[config.mk]
export PLATFORM = sky130hd
export DESIGN_NAME = mod_counter
export DESIGN_NICKNAME = d
export VERILOG_FILES = /design/src/rtl/mod_counter_pkg.sv /design/src/rtl/mod_counter_sat_event_counter.sv /design/src/rtl/mod_counter.sv
export SDC_FILE = /design/constraint.sdc
export NUM_CORES = 1
export LEC_CHECK = 0
export CORE_AREA = 2 2 56 58
export DETAILED_ROUTE_END_ITERATION = 12
export DIE_AREA = 0 0 58 60
export PLACE_DENSITY = 0.43
export SETUP_SLACK_MARGIN = 0.5
export SYNTH_ARGS = -nofsm -noshare
export SYNTH_HDL_FRONTEND = slang
export SYNTH_SLANG_ARGS = --single-unit
[constraint.sdc]
create_clock -name clk -period 2.3 [get_ports clk]
set_input_delay 0.23 -clock clk [delete_from_list [all_inputs] [get_ports clk]]
set_output_delay 0.23 -clock clk [all_outputs]
set_load 0.02 [all_outputs]
[src/rtl/mod_counter_pkg.sv]
// ---------------------------------------------------------------------------
// mod_counter_pkg
//   Shared definitions for the modulo counter slice.
//   - DIR_UP / DIR_DOWN : encodings of the 'up' direction input.
//   - modulus_legal()   : parameter-legality check used at elaboration time
//                         (MODULUS must lie in 2..2**WIDTH).
// ---------------------------------------------------------------------------
package mod_counter_pkg;

  localparam logic DIR_UP   = 1'b1;
  localparam logic DIR_DOWN = 1'b0;

  // True when 'modulus' count states fit in a 'width'-bit register and the
  // counter has at least two states to move between.
  function automatic bit modulus_legal(input int unsigned width,
                                       input int unsigned modulus);
    longint unsigned span;
    longint unsigned m;
    span = longint'(64'd1) << width;
    m    = longint'(modulus);
    return (m >= 64'd2) && (m <= span);
  endfunction

endpackage

[src/rtl/mod_counter_sat_event_counter.sv]
// ---------------------------------------------------------------------------
// sat_event_counter
//   Saturating event counter: increments by one on each cycle in which the
//   increment strobe is high and sticks at all-ones instead of rolling over.
//
//   Ports
//     clk_i    : clock, state changes on rising edge
//     reset_i  : asynchronous active-high reset, clears the count
//     inc_i    : increment strobe (one event per high cycle)
//     count_o  : current event count, W bits
// ---------------------------------------------------------------------------
module sat_event_counter #(
  parameter int W = 8
) (
  input  logic         clk_i,
  input  logic         reset_i,
  input  logic         inc_i,
  output logic [W-1:0] count_o
);

  localparam logic [W-1:0] ALL_ONES = '1;
  localparam logic [W-1:0] ONE      = W'(1);

  logic [W-1:0] count_q;
  logic [W-1:0] count_d;

  always_comb begin
    count_d = count_q;
    // Stop at the top value so a long-running counter never reads as small.
    if (inc_i && (count_q != ALL_ONES)) begin
      count_d = count_q + ONE;
    end
  end

  always_ff @(posedge clk_i or posedge reset_i) begin
    if (reset_i) begin
      count_q <= '0;
    end else begin
      count_q <= count_d;
    end
  end

  assign count_o = count_q;

endmodule

[src/rtl/mod_counter.sv]
// ---------------------------------------------------------------------------
// mod_counter
//   Up/down modulo-MODULUS counter with synchronous load, terminal-count
//   flag, registered wrap pulse and a saturating wrap-event counter.
//
//   Optional feature macro: MOD_COUNTER_SAT_EN
//     defined   -> 'sat' input present; with sat=1 a step that would wrap
//                  holds at the terminal value instead (no wrap event).
//     undefined -> no 'sat' port; the counter always wraps.
//
//   Parameters
//     WIDTH      : count register width
//     MODULUS    : number of count states 0..MODULUS-1 (2..2**WIDTH)
//     WRAP_CNT_W : width of the wrap-event counter
//
//   Ports
//     clk      : clock, all state changes on rising edge
//     reset    : asynchronous active-high reset
//     en       : count enable
//     up       : direction, 1 = increment, 0 = decrement
//     load     : synchronous load strobe (highest priority)
//     load_val : value to load, clamped to MODULUS-1
//     sat      : saturate-mode select (MOD_COUNTER_SAT_EN builds only)
//     out      : current count
//     End      : terminal-count flag for the current direction
//     wrap     : one-cycle pulse in the cycle out first shows a wrapped value
//     wraps    : number of wrap events since reset, saturating
// ---------------------------------------------------------------------------
module mod_counter
  import mod_counter_pkg::*;
#(
  parameter int WIDTH      = 3,
  parameter int MODULUS    = 8,
  parameter int WRAP_CNT_W = 8
) (
  input  logic                  clk,
  input  logic                  reset,
  input  logic                  en,
  input  logic                  up,
  input  logic                  load,
  input  logic [WIDTH-1:0]      load_val,
`ifdef MOD_COUNTER_SAT_EN
  input  logic                  sat,
`endif
  output logic [WIDTH-1:0]      out,
  output logic                  End,
  output logic                  wrap,
  output logic [WRAP_CNT_W-1:0] wraps
);

  // Refuse to elaborate a counter whose states do not fit its register.
  if (!modulus_legal(WIDTH, MODULUS)) begin : g_bad_params
    $error("mod_counter: MODULUS=%0d illegal for WIDTH=%0d (must be 2..2**WIDTH)",
           MODULUS, WIDTH);
  end

  localparam logic [WIDTH-1:0] MAX_VAL = WIDTH'(MODULUS - 1);
  localparam logic [WIDTH-1:0] ONE     = WIDTH'(1);
  // MODULUS can equal 2**WIDTH, so compare load values one bit wider.
  localparam logic [WIDTH:0]   MOD_EXT = (WIDTH + 1)'(MODULUS);

  logic [WIDTH-1:0] cnt_q;
  logic [WIDTH-1:0] cnt_d;
  logic             wrap_q;
  logic             wrap_d;
  logic             sat_mode;
  logic             at_top;
  logic             at_bottom;

`ifdef MOD_COUNTER_SAT_EN
  assign sat_mode = sat;
`else
  assign sat_mode = 1'b0;
`endif

  assign at_top    = (cnt_q == MAX_VAL);
  assign at_bottom = (cnt_q == '0);

  // Next-state: load beats enable beats hold. Only a step that crosses the
  // boundary produces a wrap event; loads never do, even with en=1.
  always_comb begin
    cnt_d  = cnt_q;
    wrap_d = 1'b0;
    if (load) begin
      if ({1'b0, load_val} >= MOD_EXT) begin
        cnt_d = MAX_VAL;
      end else begin
        cnt_d = load_val;
      end
    end else if (en) begin
      if (up == DIR_UP) begin
        if (at_top) begin
          if (!sat_mode) begin
            cnt_d  = '0;
            wrap_d = 1'b1;
          end
        end else begin
          cnt_d = cnt_q + ONE;
        end
      end else begin
        if (at_bottom) begin
          if (!sat_mode) begin
            cnt_d  = MAX_VAL;
            wrap_d = 1'b1;
          end
        end else begin
          cnt_d = cnt_q - ONE;
        end
      end
    end
  end

  always_ff @(posedge clk or posedge reset) begin
    if (reset) begin
      cnt_q  <= '0;
      wrap_q <= 1'b0;
    end else begin
      cnt_q  <= cnt_d;
      wrap_q <= wrap_d;
    end
  end

  // The wrap-event counter sees the same event that sets wrap_q, so wraps
  // and the wrap pulse update on the same edge.
  sat_event_counter #(
    .W (WRAP_CNT_W)
  ) u_wrap_cnt (
    .clk_i   (clk),
    .reset_i (reset),
    .inc_i   (wrap_d),
    .count_o (wraps)
  );

  // Terminal flag follows the live 'up' input with no register stage.
  assign End  = ((up == DIR_UP)   && at_top) ||
                ((up == DIR_DOWN) && at_bottom);
  assign out  = cnt_q;
  assign wrap = wrap_q;

endmodule

# After elaboration in Yosys (flattened, before gate mapping)
# Index checks and enable logic that the tools add are counted.
totals:
  romBits: 0
  output_inout_bits: 13
  ram_bits: 0
  register_bits: 12
  n_memories: 0
  word_cells: 25
  latch_bits: 0
  inputBits: 8
classes:
  n_mul: 0
  div_mod_pow: 0
  mux: 10
  shift: 0
  addsub: 3
  bitwise_logic: 1
  reduce_logical: 6
  order_cmp: 0
  n_eq_ne: 2
ops:
  columns: ["op", "count"]
  rows:
  - ["two-way mux 3 bit", 5]
  - ["adder 8 x 1 -> 8 bit (second input constant)", 1]
  - ["inequality test 8 bit (second input constant)", 1]
  - ["two-way mux 1 bit", 5]
  - ["adder 3 x 1 -> 3 bit (second input constant)", 1]
  - ["equality test 3 bit (second input constant)", 1]
  - ["logical AND 1 bit", 3]
  - ["zero test 3 bit", 1]
  - ["subtractor 3 x 1 -> 3 bit (second input constant)", 1]
  - ["nonzero test 2 bit", 1]
  - ["logical OR 1 bit", 1]
  - ["inverter 1 bit", 1]

# Logic depth before layout (Yosys ltp)
logic_depth:
  ltp_word: 6
  ltp_mapped: 6
  mapped_depth_nobuf: 6

# Modules after synthesis
# From an unflattened synthesis, not the netlist that was laid out.
hier_totals:
  hier_cells: 71
  hier_area_um2: 719.4
modules_own_cells:
  columns: ["module", "seq_area_each_um2", "area_per_inst_um2", "cells_per_inst", "instances"]
  rows:
  - ["sat_event_counter", 200.2, 419.2, 38, 1]
  - ["mod_counter", 100.1, 300.3, 33, 1]

# Worst setup path after synthesis
# OpenSTA, ideal clock, no wires.
synth_path:
  path_kind: "register to register"
  from: "register cnt_q[0], in the netlist out[0]"
  to: "register u_wrap_cnt.count_q[1], in the netlist u_wrap_cnt.count_o[1]"
  arrival_ns: 1.905
  path_buffers: 0
  setup_ns: 0.125
  required_time_ns: 2.175
  slack_ns: 0.270
  path_stages_with_launch: 7
  synth_period_minus_slack_ns: 2.030
  path_cell_list: "dfrtp_1 inv_1 ha_1 or3b_4 a21oi_4 o21a_1 mux2_2"
synth_via:
  elab_chain_len: 6
  elab_cells_between_ends: 8
  cone_classes: "1 x eq/ne; 5 x mux; 2 x reduce/logical"
synth_lines:
  columns: ["item", "line_no", "text"]
  rows:
  - ["start: declaration", "mod_counter.sv:62", "logic [WIDTH-1:0] cnt_q;"]
  - ["start signal: assignment", "mod_counter.sv:118", "cnt_q <= cnt_d;"]
  - ["equality test 3 bit or zero test 3 bit (tied branches)", "mod_counter.sv:76, mod_counter.sv:77", null]
  - ["two-way mux 1 bit, on equally long branches", "mod_counter.sv:92, mod_counter.sv:101", null]
  - ["two-way mux 1 bit *", "mod_counter.sv:91", "if (up == DIR_UP) begin"]
  - ["two-way mux 1 bit *", "mod_counter.sv:90", "end else if (en) begin"]
  - ["two-way mux 1 bit *", "mod_counter.sv:84", "if (load) begin"]
  - ["named net u_wrap_cnt.inc_i", "mod_counter_sat_event_counter.sv:17", "input logic inc_i,"]
  - ["logical AND 1 bit *", "mod_counter_sat_event_counter.sv:30", "if (inc_i && (count_q != ALL_ONES)) begin"]
  - ["end signal: assignment", "mod_counter_sat_event_counter.sv:39", "count_q <= count_d;"]
  - ["end: declaration", "mod_counter_sat_event_counter.sv:24", "logic [W-1:0] count_q;"]
# Mark *: on every way through the listed nets, which the timed path passes. The rest lies on a longest branch.
# A chain may end at the register's enable or synchronous reset.

# Worst setup path in the final report
# Same ends and word-level chain as after synthesis.

==> results.md <==
- Layout cells sized above 1: 0.278
- Fin. Hold Viols: 0
- YS warnings: 0
- Worst R2R Path Depth: 6
- Num CTS Buffers: 3
- WL final: 1.70 mm
- Synth Cell Area: 692 um^2
- GP Congestion: between 0.7 and 0.8
- Sequential element share of the synthesized area: 0.434
- Initial Util: 0.238
- Nets@finish: 122
- Vias in the first global route: ~630
- Top cells by instance count after synthesis: dfrtp_1, nand2_1, ha_1, inv_1, o21ai_0
- DRT Pass-1 Iters: 4
- Top FF cell, synth: dfrtp_1
- Via Count: 668
- FP Rows: 20
- Status: finished, final reports clean
- Comb pwr share: 0.364
- FFs w/ async S/R, synth: 1.00
- Area contributors post-synth: dfrtp_1, ha_1, nand2_1
- CP endpoint: u_wrap_cnt.count_o[1]$_DFFE_PP0P_
- Global-route wire length before repair: approximately 2.6 mm
- ANT cells: 0
- Synth Register Bits: 12
- Area leader, netlist: dfrtp_1
- Ports: 21
- Worst R2R End: u_wrap_cnt.count_o[1]$_DFFE_PP0P_
- CTS H-tree lvls: 1
- Crit share post-route: 0.790
- CTS tree: done
- Die area: 3480 um^2
- Layout fillers: 306
- Routed len/inst: 12.1 um
- Layout area overhead: 58.0%
- Crit. End Element: flip-flop
- Number of setup violations in the final report: 0
- Skew-Pair Late Insertion Delay: 0.28 ns
- Top-area cell type share of the netlist area: 0.434
- Cells after Synth: 72
- CTS hold repair buffers: 0
- Startpoint Class: flip-flop
- Root Buffer: clkbuf_4
- Worst VDD drop: 0.387 mV
- RSZ-0062 raised after global routing: true
- Hold Path Class: in2async
- DRC Markers: 0
- Fin. max-slew vios: 0
- Pint: 477 uW
- CP Launch Point: out[0]$_DFFE_PP0P_
- Die Y: 60 um
- Worst-Margin Slew: 0.489 ns
- Net Switching: 236 uW
- Slew headroom: 0.674
- CTS clk-pin slew, worst paths: 0.08 ns
- Die W: slightly below 60 um
- CTS sink cnt: 12
- Critical path class: reg2reg
- Distinct cells, synth: 25
- Global route overflow: 0
- Initial antenna violation count: 0
- Largest net degree at the start of global routing: 13
- R2R Setup Slk: 0.48 ns
- Clk buf depth: 2
- Placeable Area: approximately 2900 um^2
- Max Clock Freq: 0.550 GHz
- Crit path max fanout: 6
- Final HPWL DP: between 1 and 1.5 mm
- Setup TNS: 0 ns
- Static leakage: 0.504 nW
- Worst EP required: about 2.5 ns
- Pwr dens: roughly 650 nW/um^2
- Net Sw Frac: 0.331
- Core Util, Final: 0.377
- Worst Skew: 0.00448 ns
- Vias/cell: 4.74
- Min cycle time layout: roughly 1.8 ns
- Cell with the most instances after synthesis: dfrtp_1
- Number of max-cap violations: 0
- Worst R2R Start: out[0]$_DFFE_PP0P_
- Dpl cells: 125
- CP arrival: 1.99 ns
- Iteration-0 DRC Markers: 31
- Sequential share of power: 0.391
- EDFF count, synth: 0
- Clock Power Share: 0.245
- Final ANT Viol Nets: 0
- Post-Syn Area per Cell: roughly 9.6 um^2
- Syn nets: 85
- Gr usage total: 0.103
- IO buf count: 20
- Final non-filler cell total: 141
-- cell usage in the layout (no fill, tap or decap), types with 2 or more instances in the layout --
master / n
clkdlybuf4s50_1: 19
buf_4: 12
nand2_1: 10
dfrtp_1: 10
o21ai_0: 5
a21oi_1: 4
nand4_1: 3
and3_1: 3
nand3_1: 3
a31oi_1: 3
inv_1: 3
ha_1: 3
clkbuf_4: 3
nor2_1: 2
inv_2: 2
mux2_4: 2
dfrtp_2: 2
-- logic make-up after synthesis --
family,Yosys count,synth area share
AO/OA/AOI/OAI,17,0.159
XOR/XNOR,2,0.0253
adder cells (fa/ha/maj),5,0.0904
buffers and inverters,5,0.0271
flip-flops,12,0.434
multiplexers,4,0.0651
AND/OR/NAND/NOR,27,0.199
-- worst max-delay path, stage by stage, from the launching register on --
cell and delay, ns:
dfrtp_2 0.41, inv_2 0.08, ha_4 0.13, or3b_4 0.39, a21oi_4 0.20, o21a_1 0.20
mux2_4 0.30
-- layout make-up --
class | instances | area, um^2 | area share
clock buffer | 4 | 36.3 | 0.0332
tap | 33 | 41.3 | 0.0378
inverter | 5 | 18.8 | 0.0172
timing repair buffer | 32 | 292 | 0.267
multi-input combinational | 55 | 403 | 0.368
sequential | 12 | 303 | 0.277
-- sequential cells by signal, indices dropped and copies added (netlist names) --
signal and flops:
out 3, wrap 1, u_wrap_cnt.count_o 8
-- metal layers --
layer,up-vias,routed length [um],GRT usage
li1,332,-,-
met1,312,802,0.127
met2,19,771,0.167
met3,5,90,0.0216
met4,0,36,0.0598
met5,-,0,0
-- repair_timing --
action,CTS,global route
setup buffers,9,3
resized for setup,4,6
setup endpoints to repair,4,7
pin swaps,2,3
-- power by group through the flow --
stage | logic (mW) | clock network (mW) | registers [mW]
final | 0.259 | 0.174 | 0.279
after global placement | 0.231 | 0 | 0.285
after CTS | 0.248 | 0.176 | 0.279
after floorplan | 0.0916 | 0 | 0.316
after global routing | 0.284 | 0.191 | 0.287
after detailed placement | 0.229 | 0 | 0.284
-- worst min-delay path by stage --
stage,depth (start not counted),end
floorplan,1,out[2]$_DFFE_PP0P_
global placement,1,u_wrap_cnt.count_o[0]$_DFFE_PP0P_
detailed placement,1,u_wrap_cnt.count_o[0]$_DFFE_PP0P_
CTS,2,u_wrap_cnt.count_o[7]$_DFFE_PP0P_
global route,2,wrap$_DFF_PP0_
finish,2,u_wrap_cnt.count_o[6]$_DFFE_PP0P_
-- metrics by stage --
| stage | setup WS (ns) | area, um^2 | power, mW | hold slack (ns) |
|---|---|---|---|---|
| 6_report | 0.483 | 1090 | 0.713 | 0.258 |
| 3_3_place_gp | 0.241 | 952 | 0.515 | 0.513 |
| 3_5_place_dp | 0.229 | 952 | 0.512 | 0.508 |
| 2_1_floorplan | 0.402 | 711 | 0.408 | 0.0946 |
| 5_1_grt | 0.419 | 1090 | 0.762 | 0.311 |
| 4_1_cts | 0.472 | 1050 | 0.703 | 0.281 |
(Power assumes the default switching activity.)
